**config.mk**
```make
export PLATFORM = sky130hd
export DESIGN_NAME = mul_acc_stage
export DESIGN_NICKNAME = d
export VERILOG_FILES = /design/src/rtl/mul_acc_stage.sv
export SDC_FILE = /design/constraint.sdc
export NUM_CORES = 1
export LEC_CHECK = 0
export CAP_MARGIN = 20
export CORE_MARGIN = 2
export CORE_UTILIZATION = 48
export CTS_CLUSTER_SIZE = 28
export DETAILED_ROUTE_END_ITERATION = 10
export PLACE_DENSITY = 0.73
export SYNTH_ARGS = -nofsm -noshare
export SYNTH_HDL_FRONTEND = slang
export SYNTH_SLANG_ARGS = --single-unit
```
**constraint.sdc**
```tcl
create_clock -name clk -period 3.3 [get_ports clk]
set_input_delay 0.66 -clock clk [delete_from_list [all_inputs] [get_ports clk]]
set_output_delay 0.66 -clock clk [all_outputs]
set_load 0.01 [all_outputs]
```
**src/rtl/mul_acc_stage.sv**
```systemverilog
// mul_acc_stage: registered accumulate stage behind the combinational multiplier.
// Sums a stream of signed products into a guarded accumulator. On the beat
// flagged last it loads the vector sum, term count and a sticky overflow flag
// into a valid/ready output register.
// Build option: define SATURATE_EN to clamp each overflowing add instead of
// letting it wrap modulo 2^ACC_LEN.
module mul_acc_stage #(
    parameter int LEN     = 16,
    parameter int GUARD   = 4,
    parameter int CNT_LEN = 8
) (
    input  logic                             clk,
    input  logic                             rst,
    input  logic                             in_valid,
    output logic                             in_ready,
    input  logic signed [2*LEN-1:0]          in_prod,
    input  logic                             in_last,
    output logic                             out_valid,
    input  logic                             out_ready,
    output logic signed [2*LEN+GUARD-1:0]    out_sum,
    output logic        [CNT_LEN-1:0]        out_count,
    output logic                             out_ovf
);

    localparam int ACC_LEN = 2*LEN + GUARD;
    localparam logic [CNT_LEN-1:0] CNT_ONE = CNT_LEN'(1);

    typedef enum logic {ACCUM = 1'b0} state_t;

    // Overflowing result is replaced by the extreme value of matching sign.
    function automatic logic signed [ACC_LEN-1:0] sat_clamp(
        input logic signed [ACC_LEN-1:0] raw,
        input logic                      ovf,
        input logic                      neg
    );
        logic signed [ACC_LEN-1:0] res;
        res = raw;
        if (ovf) begin
            if (neg) res = {1'b1, {(ACC_LEN-1){1'b0}}};
            else     res = {1'b0, {(ACC_LEN-1){1'b1}}};
        end
        return res;
    endfunction

    state_t                    state_p0;
    state_t                    state_next;
    logic signed [ACC_LEN-1:0] acc_p0;
    logic        [CNT_LEN-1:0] cnt_p0;
    logic                      ovf_p0;

    logic signed [ACC_LEN-1:0] prod_ext;
    logic signed [ACC_LEN-1:0] sum_raw;
    logic signed [ACC_LEN-1:0] sum_next;
    logic                      add_ovf;
    logic        [CNT_LEN-1:0] cnt_inc;
    logic                      accept;

    // ---- stage 0: combinational add of the incoming product ----
    assign prod_ext = ACC_LEN'(in_prod);
    assign sum_raw  = acc_p0 + prod_ext;
    // Same-sign operands producing an opposite-sign result is a signed overflow.
    assign add_ovf  = (acc_p0[ACC_LEN-1] == prod_ext[ACC_LEN-1]) &&
                      (sum_raw[ACC_LEN-1] != acc_p0[ACC_LEN-1]);
`ifdef SATURATE_EN
    assign sum_next = sat_clamp(sum_raw, add_ovf, prod_ext[ACC_LEN-1]);
`else
    assign sum_next = sum_raw;
`endif
    assign cnt_inc  = cnt_p0 + CNT_ONE;

    // Ready depends only on the output register, never on in_valid.
    assign in_ready = (state_p0 == ACCUM) && !(out_valid && !out_ready);
    assign accept   = in_valid && in_ready;

    // Next-state logic: a single accumulate state, stalls are expressed via in_ready.
    always_comb begin
        state_next = ACCUM;
        case (state_p0)
            ACCUM:   state_next = ACCUM;
            default: state_next = ACCUM;
        endcase
    end

    // State register.
    always_ff @(posedge clk) begin
        if (rst) state_p0 <= ACCUM;
        else     state_p0 <= state_next;
    end

    // ---- stage 1: accumulator and output register update ----
    always_ff @(posedge clk) begin
        if (rst) begin
            acc_p0    <= '0;
            cnt_p0    <= '0;
            ovf_p0    <= 1'b0;
            out_valid <= 1'b0;
            out_sum   <= '0;
            out_count <= '0;
            out_ovf   <= 1'b0;
        end else begin
            // A consumed result frees the register; a same-edge last beat overrides.
            if (out_valid && out_ready) out_valid <= 1'b0;
            if (accept) begin
                if (in_last) begin
                    out_sum   <= sum_next;
                    out_count <= cnt_inc;
                    out_ovf   <= ovf_p0 | add_ovf;
                    out_valid <= 1'b1;
                    acc_p0    <= '0;
                    cnt_p0    <= '0;
                    ovf_p0    <= 1'b0;
                end else begin
                    acc_p0    <= sum_next;
                    cnt_p0    <= cnt_inc;
                    ovf_p0    <= ovf_p0 | add_ovf;
                end
            end
        end
    end

endmodule

```
Word-level counts from Yosys, hierarchy flattened
Cells that the tools add are included.
{"block": "totals", "reg_bits": 91, "input_bits": 37, "output_inout_bits": 47, "wordCells": 25}
{"block": "op_classes", "n_addsub": 2, "n_eq_ne": 2, "muxes": 6, "n_bitwise": 1, "n_reduce_logical": 7}
{"operator": "$add A36 B32 Y36", "n": 1}
{"operator": "$mux W36", "n": 1}
{"operator": "$add A8 B1 Y8 const B", "n": 1}
{"operator": "$mux W8", "n": 1}
{"operator": "$logic_and A1 B1 Y1", "n": 4}
{"operator": "$mux W1", "n": 4}
{"operator": "$logic_not A1 Y1", "n": 2}
{"operator": "$reduce_and A2 Y1", "n": 1}
{"operator": "$eq A1 B1 Y1", "n": 1}
{"operator": "$ne A1 B1 Y1", "n": 1}
{"operator": "$or A1 B1 Y1", "n": 1}

Longest topological paths before layout
{"block": "logic_depth", "word_depth": 5, "depth_mapped": 12, "depth_no_buf": 12}

Worst setup path before layout
OpenSTA, ideal clock, no wires.
{"block": "synth_path", "path_type": "input-to-reg", "start": "input port in_prod[6]", "end": "register acc_p0[35]", "setup_time_ps": 74, "arrival_time_ps": 3013, "required_time_ps": 3226, "setup_slack_ps": 213, "stages": 10, "n_path_buf": 0, "path_cell_list": "ha_1 > a211oi_1 > o211ai_2 > a2111oi_4 > o211ai_2 > a31oi_1 > o21a_2 > xor2_2 > or4_1 > a31oi_1"}
{"block": "synth_between", "elab_chain_len": 2}
{"item": "start, declared", "line_no": "16", "text": "input logic signed [2*LEN-1:0] in_prod,"}
{"item": "$add A36 B32 Y36", "line_no": "60", "text": "assign sum_raw = acc_p0 + prod_ext;"}
{"item": "$mux W36", "line_no": "104", "text": "if (in_last) begin"}
{"item": "end signal, assigned", "line_no": "113", "text": "acc_p0 <= sum_next;"}
{"item": "end, declared", "line_no": "47", "text": "logic signed [ACC_LEN-1:0] acc_p0;"}
Every way passes these cells.
A chain may end at the register's enable or synchronous reset.

Worst setup path in the final report
{"block": "layout_path", "start": "input port in_prod[1]", "end": "register acc_p0[35]"}
Same word-level chain as after synthesis.

==> impl_metrics.env <==
export IMPL_critPathKind="primary input to flop"
export IMPL_rows=36
export IMPL_ff2ff_path_depth=10
export IMPL_synth_edf_count=0
export IMPL_dp_hpwl_mm=9.56
export IMPL_holdWs_ps=449
export IMPL_die_area_mm2=0.0111
export IMPL_ys_seq_area_share_pct=37.0
export IMPL_drt_initial_drc_count=200
export IMPL_start_kind="primary input"
export IMPL_syn_inst=559
export IMPL_fp_dieW_um=105
export IMPL_num_antenna_cells=0
export IMPL_worstPathRequired_ps=3600
export IMPL_p_total_mw=2.60
export IMPL_drtPass1Iterations=5
export IMPL_endpoint="acc_p0[35]$_SDFFE_PP0P_"
export IMPL_synthArstFlopShare_pct=0
export IMPL_end_kind="flop"
export IMPL_maxSlewHeadroom_pct=51.7
export IMPL_synth_area_per_cell_um2=8.80
export IMPL_nets=766
export IMPL_initial_core_util_pct=49.9
export IMPL_grt_usage_pct=24.1
export IMPL_ant_nets=0
export IMPL_cpMaxStageDelayCell="clkdlybuf4s50_1"
export IMPL_gp_congestion=0.879
export IMPL_synth_warnings=0
export IMPL_drt_total_wl_mm=13.2
export IMPL_setup_ws_ps=103
export IMPL_vias=4694
export IMPL_numPortBuffers=83
export IMPL_reg2reg_from="acc_p0[1]$_SDFFE_PP0P_"
export IMPL_grt_pass1_wl_mm=21.9
export IMPL_grt_pass1_vias=4671
export IMPL_outcome="complete, no violations"
export IMPL_place_area_mm2=0.00632
export IMPL_fillers=826
export IMPL_via_per_inst=5.66
export IMPL_clock_latency_ps=370
export IMPL_final_max_slew_violation_count=0
export IMPL_clock_skew_ps=11.7
export IMPL_seqCellArea_mm2=0.00182
export IMPL_power_leakage_nw=2.84
export IMPL_slowest_delay_ps=420
export IMPL_path_cells="clkdlybuf4s50_1 > ha_1 > a211oi_4 > o211ai_2 > a2111oi_4 > o211ai_2 > a31oi_2 > o21a_2 > xor2_2 > or4_1 > a31oi_1"
export IMPL_worst_path_max_fanout=3
export IMPL_grt_overflow=0
export IMPL_max_cap_viol_count=0
export IMPL_critPathMostFrequentCell="o211ai_2"
export IMPL_crit_reg2reg_capture="acc_p0[35]$_SDFFE_PP0P_"
export IMPL_cts_sinks=91
export IMPL_fin_crit_ps=3200
export IMPL_crit_start="in_prod[1]"
export IMPL_rsz0062_at_grt="false"
export IMPL_drive_above_1_share_pct=15.2
export IMPL_final_common_cell="dfxtp_1"
export IMPL_ys_seq_elements=91
export IMPL_cellPowerDensity_mw_per_mm2=398
export IMPL_stdcell_area_mm2=0.00654
export IMPL_max_freq_mhz=313
export IMPL_hold_viol_final=0
export IMPL_holdPathStages=2
export IMPL_drc=0
export IMPL_area_growth_pct=32.9
export IMPL_tns_ps=0
export IMPL_setup_violations=0
export IMPL_cts_htree_levels=3
export IMPL_cts_root_buf="clkbuf_8"
export IMPL_multi_input_area_mm2=0.00299
export IMPL_clkSlewWorstSetupHoldPaths_ps=90
export IMPL_finalNonFillerCells=830
export IMPL_clockBufferDepth=2
export IMPL_ios=84
export IMPL_synth_cell_types=52
export IMPL_dp_cells=813
export IMPL_syn_area_mm2=0.00492
export IMPL_min_path_type="flop to flop"
export IMPL_pre_cts_slack_ps=-305
export IMPL_antenna_found_initial=0
export IMPL_core_area_mm2=0.00986
export IMPL_worst_pin_slew_ps=722
export IMPL_rrSetupSlack_ps=500
export IMPL_fin_crit_sh_pct=96.9
export IMPL_cts_buffers=9
export IMPL_final_core_util_pct=66.3
export IMPL_syn_num_nets=633
export IMPL_vdd_drop_max_v=0.000246
export IMPL_layout_common_cells="dfxtp_1 (91), clkdlybuf4s50_1 (83), buf_4 (68)"
export IMPL_die_h_um=105
export IMPL_synth_ff_type="dfxtp_1"
export IMPL_wl_per_cell_um=15.9
export IMPL_arrival_ps=3500
export IMPL_cts_tree="built"
export IMPL_grt_max_degree=43
logic make-up after synthesis:
family	share of synthesized area, %
AO/OA/AOI/OAI	29.1
XOR/XNOR	7.10
adder cells (fa/ha/maj)	9.56
buffers and inverters	3.15
flip-flops	37.0
multiplexers	0.203
AND/OR/NAND/NOR	13.8
final cells by class:
type | count | share of cell area [%]
Clock buffer | 9 | 1.89
Sequential cell | 91 | 27.9
Inverter | 10 | 0.574
Clock inverter | 7 | 0.765
Multi-Input combinational cell | 428 | 45.8
Timing Repair Buffer | 152 | 20.6
Tap cell | 133 | 2.54
Yosys cell counts (all sizes together) (3+ instances only):
library cell	count	area, µm²
a22oi	26	195
a31oi	3	18.8
nor4	3	18.8
xnor2	25	219
ha	36	450
o21bai	5	37.5
nand4	5	37.5
inv	10	37.5
o21ai	32	160
nor2	58	218
nand2	42	158
xor2	14	130
o21a	6	46.3
and3	10	62.6
clkbuf	24	90.1
o211ai	5	47.5
a22o	46	403
nor3	8	40.0
a211oi	4	35.0
a21o	16	120
dfxtp	91	1820
a21oi	46	238
and2	3	18.8
buf	6	27.5
nand3b	3	22.5
a221oi	3	38.8
nand3	10	50.1
flip-flops by register name, summed over array words and instances (netlist names):
signal     flops
acc_p0        36
cnt_p0         8
out_count      8
out_ovf        1
out_sum       36
out_valid      1
ovf_p0         1
routing by layer:
metal / track usage (%) / wire length [µm] / part of all wire [%]
met2: 39.1 / 6140 / 47
met5: 0 / 0 / 0
met4: 8.19 / 153 / 1.2
met3: 4.45 / 630 / 4.8
met1: 32.1 / 6240 / 47
critical path: cells and delay by family:
kind | cells | cell delay (ps)
compound gates | 7 | 1600
simple gates | 1 | 400
fa+ha+maj | 1 | 350
xor+xnor | 1 | 60
buf+inv | 1 | 420
timing repair:
| action | 4_1_cts | 5_1_grt |
|---|---|---|
| endpoints found under the setup margin | 0 | 13 |
| setup buffers | 0 | 1 |
| hold buffers | 0 | 0 |
| resized for setup | 0 | 7 |
worst min-delay path by stage:
stage	start	endpoint	slack [ps]
2_1_floorplan	acc_p0[0]$_SDFFE_PP0P_	acc_p0[0]$_SDFFE_PP0P_	440
3_3_place_gp	out_ovf$_SDFFE_PP0P_	out_ovf$_SDFFE_PP0P_	430
3_5_place_dp	out_ovf$_SDFFE_PP0P_	out_ovf$_SDFFE_PP0P_	440
4_1_cts	out_ovf$_SDFFE_PP0P_	out_ovf$_SDFFE_PP0P_	450
5_1_grt	out_ovf$_SDFFE_PP0P_	out_ovf$_SDFFE_PP0P_	490
6_report	out_ovf$_SDFFE_PP0P_	out_ovf$_SDFFE_PP0P_	450
power by group:
group          internal [mW]  total [mW]  switching, mW
logic                  0.345       0.702          0.357
clock network          0.281       0.707          0.426
registers               1.16        1.19         0.0357
total                   1.78        2.60          0.819
No activity file was read; power rests on OpenSTA's default activity.
